**src/rtl/id_ex_reg_pkg.sv**
```systemverilog
// id_ex_reg_pkg
//   Shared widths and control encodings for the ID/EX pipeline register.
//   The defaults track the core-wide register address, datapath and ALU
//   opcode widths that aux_id also uses.
//   No ports: constants and types only.
package id_ex_reg_pkg;

  localparam int GPR_ADR_DEF = 5;
  localparam int GPR_BIT_DEF = 32;
  localparam int ALU_OP_DEF  = 4;
  localparam int CNT_BIT_DEF = 16;

  // Control bits carried down the pipe. A bubble is all-zero, which is
  // also the NOP control encoding.
  typedef struct packed {
    logic reg_we;
    logic mem_rd;
    logic mem_wr;
  } ctrl_t;

  localparam ctrl_t CTRL_NOP = '0;

endpackage

```
**src/rtl/id_ex_reg_hazard_unit.sv**
```systemverilog
// hazard_unit
//   Combinational load-use detector. It flags an ID instruction that reads
//   a register which the load currently in EX has not yet produced.
//   Ports:
//     id_valid, id_addr_rs/rt, id_use_rs/rt   ID-side operand info
//     ex_valid, ex_mem_rd, ex_reg_we,
//     ex_addr_reg                             EX-side producer info
//     load_use                                hazard flag (out)
module hazard_unit
  import id_ex_reg_pkg::*;
#(
  parameter int GPR_ADR = GPR_ADR_DEF
) (
  input  logic               id_valid,
  input  logic [GPR_ADR-1:0] id_addr_rs,
  input  logic [GPR_ADR-1:0] id_addr_rt,
  input  logic               id_use_rs,
  input  logic               id_use_rt,
  input  logic               ex_valid,
  input  logic               ex_mem_rd,
  input  logic               ex_reg_we,
  input  logic [GPR_ADR-1:0] ex_addr_reg,
  output logic               load_use
);

  logic ex_load;
  logic rs_hit;
  logic rt_hit;

  // r0 is hardwired to zero, so a load targeting it produces nothing to wait for.
  assign ex_load  = ex_valid & ex_mem_rd & ex_reg_we & (ex_addr_reg != '0);
  assign rs_hit   = id_use_rs & (id_addr_rs == ex_addr_reg);
  assign rt_hit   = id_use_rt & (id_addr_rt == ex_addr_reg);
  assign load_use = id_valid & ex_load & (rs_hit | rt_hit);

endmodule

```
**src/rtl/id_ex_reg.sv**
```systemverilog
// id_ex_reg
//   ID/EX pipeline register. It captures the decoded operands, the
//   destination address, the immediate and the control bits, and presents
//   them to EX one cycle later. It inserts bubbles on flush and on load-use
//   hazards, holds while EX is stalled, and counts load-use bubbles with a
//   saturating counter.
//   Ports:
//     clk, rst           clock, synchronous active-high reset
//     id_*               ID stage fields
//     ex_stall, flush    EX back-pressure and kill of the ID instruction
//     ex_*               registered copies of the id_* fields
//     id_stall           hold PC and IF/ID this cycle (combinational)
//     hazard_cnt         saturating count of load-use bubbles
module id_ex_reg
  import id_ex_reg_pkg::*;
#(
  parameter int GPR_ADR = GPR_ADR_DEF,
  parameter int GPR_BIT = GPR_BIT_DEF,
  parameter int ALU_OP  = ALU_OP_DEF,
  parameter int CNT_BIT = CNT_BIT_DEF
) (
  input  logic               clk,
  input  logic               rst,
  input  logic               id_valid,
  input  logic [GPR_BIT-1:0] id_pc,
  input  logic [GPR_ADR-1:0] id_addr_rs,
  input  logic [GPR_ADR-1:0] id_addr_rt,
  input  logic               id_use_rs,
  input  logic               id_use_rt,
  input  logic [GPR_ADR-1:0] id_addr_reg,
  input  logic [GPR_BIT-1:0] id_sext_imm,
  input  logic [GPR_BIT-1:0] id_data_rs,
  input  logic [GPR_BIT-1:0] id_data_rt,
  input  logic               id_reg_we,
  input  logic               id_mem_rd,
  input  logic               id_mem_wr,
  input  logic [ALU_OP-1:0]  id_alu_op,
  input  logic               ex_stall,
  input  logic               flush,
  output logic               ex_valid,
  output logic [GPR_BIT-1:0] ex_pc,
  output logic [GPR_ADR-1:0] ex_addr_rs,
  output logic [GPR_ADR-1:0] ex_addr_rt,
  output logic [GPR_ADR-1:0] ex_addr_reg,
  output logic [GPR_BIT-1:0] ex_sext_imm,
  output logic [GPR_BIT-1:0] ex_data_rs,
  output logic [GPR_BIT-1:0] ex_data_rt,
  output logic               ex_reg_we,
  output logic               ex_mem_rd,
  output logic               ex_mem_wr,
  output logic [ALU_OP-1:0]  ex_alu_op,
  output logic               id_stall,
  output logic [CNT_BIT-1:0] hazard_cnt
);

  logic  load_use;
  logic  flush_pend;
  logic  flush_eff;
  ctrl_t id_ctrl;

  hazard_unit #(.GPR_ADR(GPR_ADR)) u_hazard (
    .id_valid    (id_valid),
    .id_addr_rs  (id_addr_rs),
    .id_addr_rt  (id_addr_rt),
    .id_use_rs   (id_use_rs),
    .id_use_rt   (id_use_rt),
    .ex_valid    (ex_valid),
    .ex_mem_rd   (ex_mem_rd),
    .ex_reg_we   (ex_reg_we),
    .ex_addr_reg (ex_addr_reg),
    .load_use    (load_use)
  );

  // A flush that arrives while EX is stalled is remembered until the
  // registers are free to take the bubble.
  assign flush_eff = flush | flush_pend;
  // A killed ID instruction needs no stall; the flush bubble covers it.
  assign id_stall  = ex_stall | (load_use & ~flush_eff);
  assign id_ctrl   = '{reg_we: id_reg_we, mem_rd: id_mem_rd, mem_wr: id_mem_wr};

  always_ff @(posedge clk) begin
    if (rst) begin
      flush_pend  <= 1'b0;
      hazard_cnt  <= '0;
      ex_valid    <= 1'b0;
      ex_pc       <= '0;
      ex_addr_rs  <= '0;
      ex_addr_rt  <= '0;
      ex_addr_reg <= '0;
      ex_sext_imm <= '0;
      ex_data_rs  <= '0;
      ex_data_rt  <= '0;
      {ex_reg_we, ex_mem_rd, ex_mem_wr} <= CTRL_NOP;
      ex_alu_op   <= '0;
    end else if (ex_stall) begin
      if (flush) flush_pend <= 1'b1;
    end else begin
      flush_pend <= 1'b0;
      if (flush_eff || load_use) begin
        ex_valid    <= 1'b0;
        ex_pc       <= '0;
        ex_addr_rs  <= '0;
        ex_addr_rt  <= '0;
        ex_addr_reg <= '0;
        ex_sext_imm <= '0;
        ex_data_rs  <= '0;
        ex_data_rt  <= '0;
        {ex_reg_we, ex_mem_rd, ex_mem_wr} <= CTRL_NOP;
        ex_alu_op   <= '0;
        // Only hazard bubbles are counted; flush bubbles are not.
        if (!flush_eff && load_use && (hazard_cnt != '1))
          hazard_cnt <= hazard_cnt + 1'b1;
      end else begin
        ex_valid    <= id_valid;
        ex_pc       <= id_pc;
        ex_addr_rs  <= id_addr_rs;
        ex_addr_rt  <= id_addr_rt;
        ex_addr_reg <= id_addr_reg;
        ex_sext_imm <= id_sext_imm;
        ex_data_rs  <= id_data_rs;
        ex_data_rt  <= id_data_rt;
        {ex_reg_we, ex_mem_rd, ex_mem_wr} <= id_ctrl;
        ex_alu_op   <= id_alu_op;
      end
    end
  end

endmodule

```
**config.mk**
```make
export PLATFORM = sky130hd
export DESIGN_NAME = id_ex_reg
export DESIGN_NICKNAME = d
export VERILOG_FILES = /design/src/rtl/id_ex_reg_pkg.sv /design/src/rtl/id_ex_reg_hazard_unit.sv /design/src/rtl/id_ex_reg.sv
export SDC_FILE = /design/constraint.sdc
export NUM_CORES = 1
export LEC_CHECK = 0
export CAP_MARGIN = 20
export CORE_MARGIN = 2
export CORE_UTILIZATION = 38
export DETAILED_ROUTE_END_ITERATION = 16
export PLACE_DENSITY = 0.92
export SLEW_MARGIN = 5
export SYNTH_ARGS = -nofsm -noshare
export SYNTH_HDL_FRONTEND = slang
export SYNTH_SLANG_ARGS = --single-unit
export TNS_END_PERCENT = 20
```
**constraint.sdc**
```tcl
create_clock -name clk -period 2.6 [get_ports clk]
set_input_delay 0.39 -clock clk [delete_from_list [all_inputs] [get_ports clk]]
set_output_delay 0.39 -clock clk [all_outputs]
set_load 0.02 [all_outputs]
```
==> impl_metrics.sql, run 1 <==
INSERT INTO impl_metrics (metric_group, metric, value, unit) VALUES
('global_route', 'gr-total-overflow', '0', ''),
('logic_synthesis', 'combinational_family_with_the_most_area_after_synthesis', 'compound AO/OA/AOI/OAI gates', ''),
('timing', 'achievable-frequency', '0.4250', 'GHz'),
('route', 'drt-total-wl', '18620', 'um'),
('logic_synthesis', 'syn_area_per_cell', '11.92', 'um^2'),
('logic_synthesis', 'synth_top_area_frac', '0.5952', ''),
('global_route', 'track_usage', '0.2277', ''),
('timing', 'worst-slew-pin-transition', '0.4595', 'ns'),
('route', 'dr_wl_met2', '9313', 'um'),
('worst_setup_path', 'crit_buf_inv', '2', ''),
('route', 'dr.first_iter.drc_count', '400', ''),
('timing', 'post-route-period-util', '0.9049', ''),
('worst_setup_path', 'list_of_cells_traversed_by_the_critical_path', 'clkdlybuf4s50_1 > xnor2_1 > nand4_1 > o22ai_2 > a31o_2 > dlygate4sd2_1', ''),
('worst_setup_path', 'critical_path_arrival', '1.96', 'ns'),
('route', 'antenna_left', '0', ''),
('worst_setup_path', 'slowest_stage', 'sky130_fd_sc_hd__clkdlybuf4s50_1', ''),
('cts', 'clock_insertion_delay_worst_skew', '0.42', 'ns'),
('die', 'top_level_ports', '325', ''),
('route', 'm1WireLength', '7035', 'um'),
('place', 'place.detailed.hpwl', '13550', 'um'),
('power', 'cellPowerDensity', '616.6', 'mW/mm^2'),
('timing', 'worst_clock_skew', '0.01743', 'ns'),
('final_layout', 'layout.cells.most_common_list', 'sky130_fd_sc_hd__clkdlybuf4s50_1 (323), sky130_fd_sc_hd__dfxtp_1 (164), sky130_fd_sc_hd__a22o_1 (151)', ''),
('final_layout', 'final_net_count', '952', ''),
('power', 'max-vdd-ir-drop', '0.0004371', 'V'),
('logic_synthesis', 'yosysWarningCount', '0', ''),
('cts', 'cts.repair_timing.setup_buffer_count', '0', ''),
('final_layout', 'post_route_cells_drive_above_1_share', '0.07807', ''),
('logic_synthesis', 'synthDistinctLibCells', '37', ''),
('die', 'die_outline_area', '0.01586', 'mm^2'),
('worst_setup_path', 'cp-end-kind', 'output port', ''),
('worst_setup_path', 'worst_path_dominant_cell_family', 'buffers and inverters', ''),
('cts', 'cts_tree', 'yes', ''),
('logic_synthesis', 'mappedNetlistNets', '632', ''),
('timing', 'slew_headroom', '0.6936', ''),
('route', 'top_sig_layer', 'met4', ''),
('logic_synthesis', 'ys_top_cells_by_area', 'sky130_fd_sc_hd__dfxtp_1 (60%), sky130_fd_sc_hd__a22o_1 (23%), sky130_fd_sc_hd__xnor2_1 (1.6%)', ''),
('route', 'firstDrtPassIters', '7', ''),
('min_path', 'min-delay-path-class', 'flip-flop to flip-flop', ''),
('cts', 'cts.repair.resized', '6', ''),
('logic_synthesis', 'synth_adder_area_share', '0.002214', ''),
('final_layout', 'ff_latch_area', '0.003368', 'mm^2'),
('logic_synthesis', 'most_area_hungry_cell_type_in_the_yosys_netlist', 'sky130_fd_sc_hd__dfxtp_1', ''),
('place', 'post-place-ws', '-0.04700', 'ns'),
('place', 'place.port_buffers', '324', ''),
('cts', 'clock_tree.buffer_depth', '2', ''),
('route', 'met3_wirelength', '1865', 'um'),
('timing', 'min_period', '2.353', 'ns'),
('cts', 'clkTransAtPathRegs', '0.06', 'ns'),
('logic_synthesis', 'synthesis.area', '0.005650', 'mm^2'),
('global_route', 'number_of_antenna_violations_at_the_first_check_in_global_routing', '0', ''),
('cts', 'cts.htree.levels', '4', ''),
('timing', 'setup_violations', '0', ''),
('final_layout', 'layout_commonest_cell', 'sky130_fd_sc_hd__clkdlybuf4s50_1', ''),
('job', 'max_cap_viol_count', '0', ''),
('timing', 'finalHoldViolCount', '0', ''),
('logic_synthesis', 'synthesis.instances', '474', ''),
('worst_setup_path', 'timing_worst_setup_path_type', 'primary input to output port', ''),
('global_route', 'grt_max_degree', '94', ''),
('status', 'outcome', 'finished clean', ''),
('final_layout', 'antennaDiodeCount', '0', ''),
('worst_setup_path', 'critical-path-max-stage-delay', '0.51', 'ns'),
('logic_synthesis', 'yosysSeqAreaShare', '0.5952', ''),
('worst_setup_path', 'critPathLaunchType', 'primary input', ''),
('logic_synthesis', 'yosys-mux-area-fraction', '0.01174', ''),
('die', 'die_w', '125.9', 'um'),
('timing', 'setup_tns', '0', 'ns'),
('cts', 'cts_num_sinks', '168', ''),
('route', 'route.detailed.vias_per_inst', '5.372', ''),
('die', 'core_area', '0.01453', 'mm^2'),
('logic_synthesis', 'synth-compound-area-share', '0.2671', '');
-- report_power, final --
group	switching [mW]	internal, mW
clock	1.05	1.49
combinational	0.307	0.441
sequential	0.0575	2.66
-- cells in the mapped netlist --
master,n
sky130_fd_sc_hd__nand2b_1,1
sky130_fd_sc_hd__inv_1,5
sky130_fd_sc_hd__a31o_2,1
sky130_fd_sc_hd__o31ai_1,3
sky130_fd_sc_hd__nor4_1,3
sky130_fd_sc_hd__ha_1,1
sky130_fd_sc_hd__a211oi_4,1
sky130_fd_sc_hd__nand3_1,9
sky130_fd_sc_hd__nand2_4,1
sky130_fd_sc_hd__and4_1,2
sky130_fd_sc_hd__and3_1,3
sky130_fd_sc_hd__nand2_1,8
sky130_fd_sc_hd__nor4b_1,1
sky130_fd_sc_hd__or3_1,6
sky130_fd_sc_hd__nand4_1,10
sky130_fd_sc_hd__o311a_1,1
sky130_fd_sc_hd__a21oi_1,9
sky130_fd_sc_hd__nor2_1,10
sky130_fd_sc_hd__clkbuf_1,21
sky130_fd_sc_hd__o22ai_1,1
sky130_fd_sc_hd__buf_2,8
sky130_fd_sc_hd__a22o_1,151
sky130_fd_sc_hd__or4_1,4
sky130_fd_sc_hd__a211oi_2,1
sky130_fd_sc_hd__o41ai_1,1
sky130_fd_sc_hd__mux2i_1,1
sky130_fd_sc_hd__o22a_1,1
sky130_fd_sc_hd__nor4_4,1
sky130_fd_sc_hd__o21ai_0,7
sky130_fd_sc_hd__or2_2,1
sky130_fd_sc_hd__o311ai_0,1
sky130_fd_sc_hd__xnor2_1,10
sky130_fd_sc_hd__mux2_2,5
sky130_fd_sc_hd__or3_4,1
sky130_fd_sc_hd__dfxtp_1,168
sky130_fd_sc_hd__buf_4,9
sky130_fd_sc_hd__nor2b_1,7
-- worst reg2reg max path: cells and delay by family (launching register included) --
kind | cells | cell delay (ns)
and+or+nand+nor | 4 | 1.15
DFF | 1 | 0.45
muxes | 1 | 0.27
buffers and inverters | 1 | 0.15
-- metal layers --
metal	vias to the layer above	GRT usage
met4	0	0.08016
met3	37	0.09176
met1	2560	0.2524
met2	266	0.3953
li1	2461	-
met5	-	0
-- area by class of cell --
type                    count  share of cell area
multi-input cells         263              0.2161
well taps                 184             0.02365
repair buffers            339              0.3511
clock buffers              21             0.04731
flip-flops and latches    168              0.3461
inverters                   5            0.001928
clock inverters            11             0.01388
-- per-stage QoR --
| step | hold WS [ns] | util | std cells | cell area (um^2) |
|---|---|---|---|---|
| after detailed placement | 0.4626 | 0.6280 | 959 | 9128 |
| after global routing | 0.4895 | 0.6697 | 991 | 9733 |
| final | 0.4765 | 0.6697 | 991 | 9733 |
| after global placement | 0.4605 | 0.6280 | 959 | 9128 |
| after CTS | 0.4820 | 0.6697 | 991 | 9733 |
| after floorplan | 0.4713 | - | 474 | 5650 |
-- final timing paths --
path                                      start               to  slack [ns]  cells after the start
worst min-delay path            ex_sext_imm[18]  ex_sext_imm[18]        0.48                      1
worst max register to register    hazard_cnt[7]    hazard_cnt[0]        0.47                      6
worst max-delay path              id_addr_rs[1]         id_stall        0.25                      6
worst min register to register  ex_sext_imm[18]  ex_sext_imm[18]        0.48                      1
-- logic make-up (layout without fill, tap and decap cells) --
group                    Yosys count  after routing
adder cells (fa/ha/maj)            1              1
AND/OR/NAND/NOR                   68             68
multiplexers                       6              6
buffers and inverters             43            376
AO/OA/AOI/OAI                    178            178
XOR/XNOR                          10             10
flip-flops                       168            168
Power figures use the tool's default switching activity.
==> run 2: changes to the inputs <==
CORE_AREA = 2 2 126 128   (was unset)
CORE_MARGIN = unset   (was 2)
CORE_UTILIZATION = unset   (was 38)
DIE_AREA = 0 0 128 130   (was unset)
DONT_BUFFER_PORTS = 1   (was unset)
PLACE_DENSITY = 0.63   (was 0.92)
==> impl_metrics.sql, run 2 (synthesized netlist as in run 1, its figures left out) <==
INSERT INTO impl_metrics (metric_group, metric, value, unit) VALUES
('worst_setup_path', 'depth_of_the_worst_register_to_register_path', '6', ''),
('die', 'die_h', '130', 'um'),
('power', 'p_switching', '1.398', 'mW'),
('worst_setup_path', 'crit_buf_inv', '1', ''),
('route', 'route.detailed.drc', '0', ''),
('timing', 'setup_violations', '0', ''),
('global_route', 'gr-total-overflow', '0', ''),
('route', 'dr.first_iter.drc_count', '254', ''),
('worst_setup_path', 'worstSetupEndpoint', 'id_stall', ''),
('final_layout', 'antennaDiodeCount', '0', ''),
('worst_setup_path', 'r2r_start', 'ex_addr_reg[1]', ''),
('timing', 'post-route-period-util', '0.9198', ''),
('job', 'max_cap_viol_count', '0', ''),
('route', 'route.detailed.vias_per_inst', '5.864', ''),
('worst_setup_path', 'worstSetupStartpoint', 'ex_addr_reg[1]', ''),
('final_layout', 'post_route_cells_drive_above_1_share', '0.1132', ''),
('route', 'antenna_left', '0', ''),
('worst_setup_path', 'path_max_fanout', '3', ''),
('power', 'power_frac_clock', '0.459', ''),
('die', 'rows', '46', ''),
('cts', 'cts_tree', 'yes', ''),
('timing', 'setup_tns', '0', 'ns'),
('timing', 'slew_headroom', '0.5283', ''),
('cts', 'clkTransAtPathRegs', '0.07', 'ns'),
('cts', 'cts.repair.resized', '0', ''),
('worst_setup_path', 'critPathLaunchType', 'flip-flop', ''),
('route', 'routed-via-count', '3923', ''),
('min_path', 'min-delay-path-class', 'primary input to flip-flop', ''),
('cts', 'clock_tree.root_cell', 'sky130_fd_sc_hd__clkbuf_16', ''),
('power', 'switching_share', '0.2491', ''),
('worst_setup_path', 'critical_path_arrival', '2.00', 'ns'),
('place', 'place.detailed.hpwl', '10790', 'um'),
('die', 'die_w', '128', 'um'),
('global_route', 'grt_max_degree', '153', ''),
('status', 'outcome', 'finished clean', ''),
('worst_setup_path', 'slowest_stage', 'sky130_fd_sc_hd__dfxtp_1', ''),
('die', 'top_level_ports', '325', ''),
('die', 'die_outline_area', '0.01664', 'mm^2'),
('route', 'firstDrtPassIters', '5', ''),
('worst_setup_path', 'rr_endpoint', 'hazard_cnt[7]', ''),
('final_layout', 'layout_commonest_cell', 'sky130_fd_sc_hd__dfxtp_1', ''),
('place', 'place_congestion', '0.7965', ''),
('cts', 'cts.hold.buffers_added', '0', ''),
('timing', 'min_period', '2.391', 'ns'),
('worst_setup_path', 'critical-path-max-stage-delay', '0.45', 'ns'),
('die', 'core_area', '0.01542', 'mm^2'),
('global_route', 'grt_pass1_wl', '21300', 'um'),
('timing', 'finalHoldViolCount', '0', ''),
('cts', 'cts.repair_timing.setup_buffer_count', '0', ''),
('cts', 'cts-buffers-inserted', '17', ''),
('power', 'power_frac_comb', '0.034', ''),
('global_route', 'track_usage', '0.1686', ''),
('global_route', 'vias_in_the_first_global_route', '3624', ''),
('timing', 'worst_clock_skew', '0.01126', 'ns'),
('power', 'max-vdd-ir-drop', '0.0004190', 'V'),
('worst_setup_path', 'reg2reg_setup_slack', '0.30', 'ns'),
('cts', 'cts_num_sinks', '168', ''),
('timing', 'rsz0062_at_grt', 'no', ''),
('final_layout', 'layout.cells.most_common_list', 'sky130_fd_sc_hd__dfxtp_1 (168), sky130_fd_sc_hd__a22o_1 (151), sky130_fd_sc_hd__clkbuf_16 (17)', ''),
('worst_setup_path', 'timing_worst_setup_path_type', 'flip-flop to output port', ''),
('cts', 'clock_tree.buffer_depth', '2', ''),
('worst_setup_path', 'worst_path_dominant_cell_family', 'compound AO/OA/AOI/OAI gates', ''),
('worst_setup_path', 'worstPathRequired', '2.21', 'ns'),
('global_route', 'number_of_antenna_violations_at_the_first_check_in_global_routing', '0', ''),
('cts', 'clock_insertion_delay_worst_skew', '0.42', 'ns'),
('place', 'placed_cell_area', '0.005812', 'mm^2'),
('power', 'power_frac_seq', '0.506', ''),
('timing', 'achievable-frequency', '0.4182', 'GHz'),
('die', 'effective_utilization_at_floorplan', '0.3663', ''),
('cts', 'cts.htree.levels', '4', ''),
('power', 'cellPowerDensity', '874.1', 'mW/mm^2'),
('power', 'p_leak', '2.429', 'nW'),
('place', 'place.port_buffers', '0', ''),
('timing', 'max_transition_viols_final', '0', ''),
('power', 'power.internal', '4.215', 'mW'),
('final_layout', 'area_growth', '13.64', '%'),
('final_layout', 'final_net_count', '622', ''),
('route', 'drt-total-wl', '15150', 'um'),
('worst_setup_path', 'list_of_cells_traversed_by_the_critical_path', 'buf_4 > xnor2_1 > nand2_1 > o22ai_1 > a31o_2', ''),
('worst_setup_path', 'cp-end-kind', 'output port', ''),
('worst_setup_path', 'critical_path_depth', '5', ''),
('final_layout', 'postLayoutCellArea', '0.006421', 'mm^2'),
('route', 'detail_route.wl_per_cell', '22.65', 'um'),
('timing', 'worst-slew-pin-transition', '0.7075', 'ns');
## run 2: power groups by stage
stage / logic [mW] / clock network, mW / registers (mW)
after floorplan: 0.165 / 0 / 2.88
after global placement: 0.186 / 0 / 2.90
after detailed placement: 0.195 / 0 / 2.90
after CTS: 0.195 / 2.65 / 2.84
after global routing: 0.214 / 2.78 / 2.85
final: 0.193 / 2.58 / 2.84
## run 2: cell type report
cell class / instances / area [um^2]
clock buffers: 17 / 425.4
clock inverters: 15 / 183.9
fillers: 1448 / 9004
inverters: 5 / 18.77
multi-input cells: 263 / 2097
flip-flops and latches: 168 / 3363
well taps: 192 / 240.2
repair buffers: 9 / 92.59
## run 2: how the worst min path moves through the flow
stage | start | end | slack [ns] | cells past startpoint
6_report | rst | hazard_cnt[12] | 0.04 | 1
5_1_grt | rst | hazard_cnt[12] | 0.004 | 1
4_1_cts | rst | hazard_cnt[12] | 0.01 | 1
3_5_place_dp | rst | hazard_cnt[5] | 0.46 | 1
3_3_place_gp | rst | hazard_cnt[12] | 0.46 | 1
2_1_floorplan | flush_pend | flush_pend | 0.47 | 2
## run 2: layer usage
layer / part of all wire / track usage
met4: 0.016 / 0.05430
met5: 0 / 0
met2: 0.49 / 0.2686
met3: 0.098 / 0.07995
met1: 0.40 / 0.2025
## run 2: metrics by stage
stage	std cells	power [mW]	setup slack (ns)	hold slack, ns	util
4_1_cts	669	5.681	0.1623	0.01099	0.4163
6_report	669	5.613	0.2086	0.03672	0.4163
5_1_grt	669	5.845	0.06983	0.004487	0.4163
3_5_place_dp	637	3.094	0.2963	0.4643	0.3768
3_3_place_gp	637	3.085	0.3225	0.4636	0.3768
2_1_floorplan	474	3.041	0.5836	0.4713	-
